## config.mk

```make
export PLATFORM = sky130hd
export DESIGN_NAME = jk_bank_arbiter
export DESIGN_NICKNAME = d
export VERILOG_FILES = /design/src/rtl/jk_ctrl_pkg.sv /design/src/rtl/jk_cell_bank.sv /design/src/rtl/jk_bank_arbiter.sv
export SDC_FILE = /design/constraint.sdc
export NUM_CORES = 1
export LEC_CHECK = 0
export ABC_AREA = 1
export CORE_MARGIN = 2
export CORE_UTILIZATION = 45
export CTS_BUF_LIST = sky130_fd_sc_hd__clkbuf_8
export DETAILED_ROUTE_END_ITERATION = 12
export HOLD_SLACK_MARGIN = 0.12
export PLACE_DENSITY = 0.86
export REMOVE_ABC_BUFFERS = 1
export SYNTH_ARGS = -nofsm -noshare
export SYNTH_HDL_FRONTEND = slang
export SYNTH_SLANG_ARGS = --single-unit
```

## constraint.sdc

```tcl
create_clock -name clk -period 1.6 [get_ports clk]
set_clock_uncertainty 0.1 [all_clocks]
set_input_delay 0.16 -clock clk [delete_from_list [all_inputs] [get_ports clk]]
set_output_delay 0.16 -clock clk [all_outputs]
set_load 0.02 [all_outputs]
```

## src/rtl/jk_ctrl_pkg.sv

```systemverilog
// -----------------------------------------------------------------------------
// jk_ctrl_pkg
// Shared types and helpers for the JK cell bank and its command arbiter.
//   jk_op_e      : JK operation encoding {j,k}
//   arb_state_e  : arbiter FSM states
//   jk_apply()   : next value of one JK cell for a given operation
// -----------------------------------------------------------------------------
package jk_ctrl_pkg;

    typedef enum logic [1:0] {
        JK_HOLD = 2'b00,
        JK_CLR  = 2'b01,
        JK_SET  = 2'b10,
        JK_TGL  = 2'b11
    } jk_op_e;

    typedef enum logic {
        ST_IDLE = 1'b0,
        ST_RUN  = 1'b1
    } arb_state_e;

    // Characteristic equation of a JK flip-flop, written per operation.
    function automatic logic jk_apply(input logic cur, input jk_op_e op);
        logic nxt;
        case (op)
            JK_HOLD: nxt = cur;
            JK_CLR:  nxt = 1'b0;
            JK_SET:  nxt = 1'b1;
            JK_TGL:  nxt = ~cur;
            default: nxt = cur;
        endcase
        return nxt;
    endfunction

endpackage

```

## src/rtl/jk_cell_bank.sv

```systemverilog
// -----------------------------------------------------------------------------
// jk_cell_bank
// A bank of N_CELLS JK flip-flop cells. When we is high, op is applied to the
// cell selected by idx; every other cell holds. An idx that names no cell
// (idx >= N_CELLS) leaves the whole bank unchanged.
// Ports:
//   clk   : rising-edge clock
//   reset : synchronous, active-high; clears all cells
//   we    : apply op this edge
//   idx   : target cell index
//   op    : JK operation
//   q     : cell states
// -----------------------------------------------------------------------------
module jk_cell_bank
    import jk_ctrl_pkg::*;
#(
    parameter int N_CELLS = 8,
    parameter int IDX_W   = 3
) (
    input  logic               clk,
    input  logic               reset,
    input  logic               we,
    input  logic [IDX_W-1:0]   idx,
    input  jk_op_e             op,
    output logic [N_CELLS-1:0] q
);

    logic [N_CELLS-1:0] r_q;
    logic [N_CELLS-1:0] w_q_next;

    // Next-state of every cell: only the addressed cell may change.
    always_comb begin
        w_q_next = r_q;
        for (int i = 0; i < N_CELLS; i++) begin
            if (we && (idx == IDX_W'(i))) begin
                w_q_next[i] = jk_apply(r_q[i], op);
            end else begin
                w_q_next[i] = r_q[i];
            end
        end
    end

    // Cell storage with synchronous clear.
    always_ff @(posedge clk) begin
        if (reset) begin
            r_q <= {N_CELLS{1'b0}};
        end else begin
            r_q <= w_q_next;
        end
    end

    assign q = r_q;

endmodule

```

## src/rtl/jk_bank_arbiter.sv

```systemverilog
// -----------------------------------------------------------------------------
// jk_bank_arbiter
// Shares a bank of JK cells between two command requesters. A round-robin
// arbiter picks one requester while idle; the accepted command's op is then
// applied to its cell on cnt+1 consecutive clocks, followed by a done pulse.
// Ports:
//   clk, reset                 : clock, synchronous active-high reset
//   reqN_valid / reqN_ready    : command handshake for requester N (0,1)
//   reqN_idx, reqN_jk, reqN_cnt: target cell, {j,k} op, extra repeats
//   q, qn                      : cell states and their inverse
//   busy                       : command in progress
//   grant_id                   : owner of the active command (valid when busy)
//   done                       : one-cycle pulse after the final application
// -----------------------------------------------------------------------------
module jk_bank_arbiter
    import jk_ctrl_pkg::*;
#(
    parameter  int N_CELLS = 8,
    parameter  int CNT_W   = 4,
    localparam int IDX_W   = $clog2(N_CELLS)
) (
    input  logic               clk,
    input  logic               reset,
    input  logic               req0_valid,
    output logic               req0_ready,
    input  logic [IDX_W-1:0]   req0_idx,
    input  logic [1:0]         req0_jk,
    input  logic [CNT_W-1:0]   req0_cnt,
    input  logic               req1_valid,
    output logic               req1_ready,
    input  logic [IDX_W-1:0]   req1_idx,
    input  logic [1:0]         req1_jk,
    input  logic [CNT_W-1:0]   req1_cnt,
    output logic [N_CELLS-1:0] q,
    output logic [N_CELLS-1:0] qn,
    output logic               busy,
    output logic               grant_id,
    output logic               done
);

    typedef struct packed {
        logic [IDX_W-1:0] idx;
        jk_op_e           op;
        logic [CNT_W-1:0] cnt;
    } cmd_t;

    arb_state_e         r_state;
    arb_state_e         w_state_next;
    cmd_t               r_cmd;
    logic               r_ptr;
    logic               r_grant_id;
    logic               r_done;
    logic               w_done_next;
    logic               w_grant;
    logic               w_idle;
    logic               w_accept;
    logic               w_we;
    cmd_t               w_cmd0;
    cmd_t               w_cmd1;
    cmd_t               w_sel_cmd;
    logic [N_CELLS-1:0] w_q;

    assign w_idle = (r_state == ST_IDLE);
    assign w_we   = (r_state == ST_RUN);

    // Round-robin choice: a lone requester always wins, a tie goes to the pointer.
    always_comb begin
        w_grant = 1'b0;
        case ({req1_valid, req0_valid})
            2'b01:   w_grant = 1'b0;
            2'b10:   w_grant = 1'b1;
            2'b11:   w_grant = r_ptr;
            default: w_grant = 1'b0;
        endcase
    end

    // Ready includes valid so that at most one requester sees ready at a time.
    assign req0_ready = w_idle & req0_valid & ~w_grant;
    assign req1_ready = w_idle & req1_valid &  w_grant;
    assign w_accept   = req0_ready | req1_ready;

    assign w_cmd0    = '{idx: req0_idx, op: jk_op_e'(req0_jk), cnt: req0_cnt};
    assign w_cmd1    = '{idx: req1_idx, op: jk_op_e'(req1_jk), cnt: req1_cnt};
    assign w_sel_cmd = w_grant ? w_cmd1 : w_cmd0;

    // FSM next state; done is raised on the edge of the last application.
    always_comb begin
        w_state_next = r_state;
        w_done_next  = 1'b0;
        case (r_state)
            ST_IDLE: begin
                if (w_accept) begin
                    w_state_next = ST_RUN;
                end else begin
                    w_state_next = ST_IDLE;
                end
            end
            ST_RUN: begin
                if (r_cmd.cnt == {CNT_W{1'b0}}) begin
                    w_state_next = ST_IDLE;
                    w_done_next  = 1'b1;
                end else begin
                    w_state_next = ST_RUN;
                end
            end
            default: begin
                w_state_next = ST_IDLE;
            end
        endcase
    end

    // FSM state register.
    always_ff @(posedge clk) begin
        if (reset) begin
            r_state <= ST_IDLE;
        end else begin
            r_state <= w_state_next;
        end
    end

    // Command latch, remaining-count decrement, pointer, owner and done pulse.
    always_ff @(posedge clk) begin
        if (reset) begin
            r_cmd      <= '{idx: {IDX_W{1'b0}}, op: JK_HOLD, cnt: {CNT_W{1'b0}}};
            r_ptr      <= 1'b0;
            r_grant_id <= 1'b0;
            r_done     <= 1'b0;
        end else begin
            r_done <= w_done_next;
            if (w_accept) begin
                r_cmd      <= w_sel_cmd;
                r_grant_id <= w_grant;
                r_ptr      <= ~w_grant;
            end else if (w_we && (r_cmd.cnt != {CNT_W{1'b0}})) begin
                r_cmd.cnt <= r_cmd.cnt - {{(CNT_W-1){1'b0}}, 1'b1};
            end else begin
                r_cmd <= r_cmd;
            end
        end
    end

    jk_cell_bank #(
        .N_CELLS (N_CELLS),
        .IDX_W   (IDX_W)
    ) u_bank (
        .clk   (clk),
        .reset (reset),
        .we    (w_we),
        .idx   (r_cmd.idx),
        .op    (r_cmd.op),
        .q     (w_q)
    );

    assign q        = w_q;
    assign qn       = ~w_q;
    assign busy     = (r_state == ST_RUN);
    assign grant_id = r_grant_id;
    assign done     = r_done;

endmodule
```

== Word level (Yosys, flattened, before mapping) ==
Index checks and enable logic that the tools add are counted.
W data, S select, Z words.
Word-level totals
  register bits: 21
  input bits: 22
  output and inout port bits: 21
  logic and storage cells: 84
Cells by class
  add/subtract/negate cells: 1
  equality and inequality tests: 12
  muxes and demuxes: 16
  bitwise operators: 17
  reductions and logical operators: 23
Operator list (count)
  $pmux W1 S3: 8
  $reduce_and A2 Y1: 8
  $eq A3 B3 Y1 const B: 4
  $not A1 Y1: 11
  $logic_and A1 B1 Y1: 9
  $mux W9: 1
  $eq A2 B2 Y1 const B: 4
  $mux W4: 2
  $not A8 Y8: 1
  $eq A3 B2 Y1 const B: 2
  $and A1 B1 Y1: 4
  $logic_not A4 Y1: 1
  $pmux W1 S2: 2
  $reduce_bool A4 Y1: 1
  $sub A4 B1 Y4 const B: 1
  $eq A3 B1 Y1 const B: 1
  $logic_not A3 Y1: 1
  $mux W1: 3
  $eq A2 B1 Y1 const B: 1
  $logic_not A2 Y1: 1
  $reduce_bool A2 Y1: 1
  $reduce_or A2 Y1: 1
  $or A1 B1 Y1: 1

== Depth between registers and ports, before layout ==
Gate-level depths: netlist of run 1.
  word-level depth: 7
  depth in mapped cells: 9
  mapped depth without buffers: 9

== Hierarchy ==
Synthesis of run 1 repeated with hierarchy kept, for this count alone.
Second synthesis, totals
  cell total of the unflattened synthesis: 195
  area total of the unflattened synthesis: 1212.4 um^2
By module, submodules not included
  jk_bank_arbiter: instances 1, cells an instance 112, area an instance 711.9 um^2, seq. area each 260.2 um^2
  jk_cell_bank: instances 1, cells an instance 83, area an instance 500.5 um^2, seq. area each 160.2 um^2

== Least setup slack after synthesis of run 1 ==
OpenSTA, ideal clock, no wires.
  kind: register to register
  start: reg r_state (netlist: busy)
  end: reg r_cmd[4] (netlist name)
  setup time: 0.109 ns
  arrival: 1.142 ns
  data required time: 1.391 ns
  setup slack: 0.249 ns
  cell stages (with the launch flop): 8
  path buffers: 0
  clock period less this slack: 1.351 ns
  path through: dfxtp_1 nor2_1 nand2_1 inv_1 nand2_1 nand3_1 nand2_1 inv_1
Between the ends
  word-level cells in the longest chain between the ends: 4
  elaborated cells between the ends (all ways): 6
  classes of those cells: 6 x bitwise
Ends and longest elaborated chain
  start: declaration: RTL line jk_bank_arbiter.sv:47  | arb_state_e r_state;
  start signal: assignment: RTL line jk_bank_arbiter.sv:117  | r_state <= w_state_next;
  $not A1 Y1 (no source line)
  $and A1 B1 Y1 (2 in a row): RTL line jk_bank_arbiter.sv:78  | assign req0_ready = w_idle & req0_valid & ~w_grant;
  named net req0_ready: RTL line jk_bank_arbiter.sv:25  | output logic req0_ready,
  $or A1 B1 Y1: RTL line jk_bank_arbiter.sv:80  | assign w_accept = req0_ready | req1_ready;
  end signal: assignment: RTL line jk_bank_arbiter.sv:124  | r_cmd <= '{idx: {IDX_W{1'b0}}, op: JK_HOLD, cnt: {CNT_W{1'b0}}};
  end signal: assignment: RTL line jk_bank_arbiter.sv:131  | r_cmd <= w_sel_cmd;
  end signal: assignment: RTL line jk_bank_arbiter.sv:137  | r_cmd <= r_cmd;
  end: declaration: RTL line jk_bank_arbiter.sv:49  | cmd_t r_cmd;
The timed path passes the listed nets, and every way through them passes these cells.
A chain may end at the register's enable or synchronous reset.

== Final worst setup path of run 1 ==
  start: reg u_bank.r_q[4] (netlist: u_bank.q[4])
  end: out qn[4]
Between the ends
  word-level cells in the longest chain between the ends: 1
Ends and longest elaborated chain
  start: declaration: RTL line jk_cell_bank.sv:28  | logic [N_CELLS-1:0] r_q;
  start signal: assignment: RTL line jk_cell_bank.sv:46  | r_q <= {N_CELLS{1'b0}};
  start signal: assignment: RTL line jk_cell_bank.sv:48  | r_q <= w_q_next;
  $not A8 Y8: RTL line jk_bank_arbiter.sv:155  | assign qn = ~w_q;
  end: declaration: RTL line jk_bank_arbiter.sv:35  | output logic [N_CELLS-1:0] qn,
No other way between the ends.

==> results of run 1 <==
-- sequential cells by signal (all words and copies together) (netlist names) --
signal,count
u_bank.q,8
grant_id,1
r_ptr,1
busy,1
r_cmd,9
done,1
-- critical path, cell delays in order (launching register included) --
cell             delay (ns)
dfxtp_1                0.32
inv_1                  0.09
clkdlybuf4s50_1        0.62
-- cells by family after synthesis --
group	count (synthesis)	synth area share (%)
and+or+nand+nor	106	39.66
adders and majority gates	1	1.136
buffers and inverters	32	11.59
AOI/OAI and AO/OA	20	9.432
DFF	21	38.18
-- stage by stage --
stage               total power, W  instance area (µm²)  worst slack, ns
floorplan                0.0008294                 1086           0.1844
global placement         0.0009912                 1624          -0.2653
detailed placement        0.001017                 1624          -0.3169
CTS                       0.001378                 1669          0.02362
global route              0.001449                 1670          0.01354
finish                    0.001373                 1670          0.03919
-- power by group through the flow --
stage,clock [W],sequential (W),combinational (W)
finish,0.000362,0.000600,0.000410
global placement,0,0.000606,0.000385
CTS,0.000373,0.000598,0.000406
detailed placement,0,0.000611,0.000407
floorplan,0,0.000617,0.000212
global route,0.000389,0.000605,0.000456
-- final cells by class --
class | instances | share of cell area, %
clock inverter | 1 | 0.2996
tap | 28 | 2.097
timing repair buffer | 53 | 29.66
inverter | 30 | 6.742
sequential | 21 | 25.17
multi-input combinational | 127 | 33.56
clock buffer | 3 | 2.472
-- metal layers --
metal / share of wire, % / up-vias / wire (µm)
li1: - / 664 / -
met1: 39 / 620 / 1246
met2: 55 / 43 / 1740
met3: 3.9 / 5 / 122
met4: 1.7 / 0 / 53
met5: 0 / - / 0
-- worst min-delay path by stage --
stage,from,to
2_1_floorplan,reset,busy
3_3_place_gp,grant_id,grant_id
3_5_place_dp,r_ptr,r_ptr
4_1_cts,r_ptr,r_ptr
5_1_grt,r_ptr,r_ptr
6_report,r_ptr,r_ptr
-- timing repair --
item                                    4_1_cts  5_1_grt
resized for setup                             5        4
buffers inserted                              0        0
endpoints found under the setup margin        3        4
hold endpoints to repair                      0        0
hold buffers                                  0        0
-- synthesized netlist by cell type (all sizes together) --
library cell	n
nor2	35
o21ai	15
buf	2
nor3	9
nand3	12
inv	30
dfxtp	21
ha	1
nand2	50
a21oi	5
==> metrics.csv, run 1 <==
metric,value,unit
run_status,finished clean,
fp.dieH,53.47,µm
r2r_start,r_cmd[0],
postRouteAntennaNets,0,
multi_input_area,560.5,µm²
ys_warn_count,0,
grt-ovfl-total,0,
slew_headroom,71.17,%
crit_start,u_bank.q[4],
mappedNetlistArea,1101,µm²
rsz0062_at_grt,no,
cp-end-kind,primary output,
grt.total_usage,23.78,%
portBuffers,42,
setup_viol_count_final,0,
tns,0,ns
switchingPower,0.0004537,W
rows,17,
grt_pass1_vias,1281,
reg2reg_slack,0.13,ns
clkPwrFrac,26.4,%
yosysUniqueCellTypes,14,
avgRoutedWirePerCell,12.03,µm
layout_commonest_cell,nand2_1,
synth.largest_area_cell,dfxtp_1,
seq_power_share,43.7,%
syn_area_per_cell,6.117,µm²
area_delta_synth_final,51.70,%
switching_share,33.05,%
busiest_layer,met2,
reg2reg_depth,8,
worst-slew-pin-transition,0.4320,ns
grt_max_degree,16,
slew_viol_final,0,
final_util,74.08,%
grt_use_met3,2.542,%
clock_path_buffers,2,
grt_pass1_wl,4.912,mm
hold_viol,0,
cp.arrival,1.30,ns
register_area,420.4,µm²
final_cells,263,
critPathKind,register to primary output,
ir_drop,0.6665,mV
power_leakage,0.7690,nW
n_antenna_cell,0,
drt_iter0_drc,18,
cts_root_buf,clkbuf_8,
numCtsBuffers,3,
intPower,0.0009191,W
start_util,48.83,%
cts_sinks,21,
cp-endpoint,qn[4],
dp_cells,259,
cp.required,1.34,ns
netlist_instances,180,
die_w,53.47,µm
period_share,97.55,%
grtUsageMet1,24.18,%
cts_max_level,1,
r2r_end,r_cmd[1],
hp-class,register to register,
die_area,2859,µm²
wl,3.163,mm
globalplace.congestion,0.8022,
whs_path_depth,2,
netlist.area_leader.share,38.18,%
antenna_found_initial,0,
nFillCells,190,
start_kind,register,
pwr-share-comb,29.9,%
clk_pin_slew,0.08,ns
via_per_inst,5.065,
drc_errors,0,
vias,1332,
layout_common_cells,"47 x nand2_1, 39 x clkdlybuf4s50_1, 32 x nor2_1",
clk_latency,0.27,ns
core_area,2255,µm²
powerDensity,821.9,nW/µm²
final_layout_size_suffix_gt1_share,10.21,%
yosys-top-cells-area,"dfxtp_1 38%, nand2_1 17%, nor2_1 11%",
drtPass1Iterations,4,
holdWs,0.3641,ns
fmax,640.7,MHz
cts_tree,done,
drv_cap,0,
synth_seq_cells,21,
num_io_pins,43,
use_met2,47.33,%
path_max_fanout,3,
min_period,1.561,ns
ys_seq_area_share,38.18,%
post-dp-hpwl,2.449,mm
nNetsFinal,259,
(Power assumes the default switching activity.)
==> run 2, diff against run 1 <==
- ABC_CLOCK_PERIOD_IN_PS: default -> 1600
==> results of run 2 <==
Final layout, timing and power as in run 1 (identical DEF).
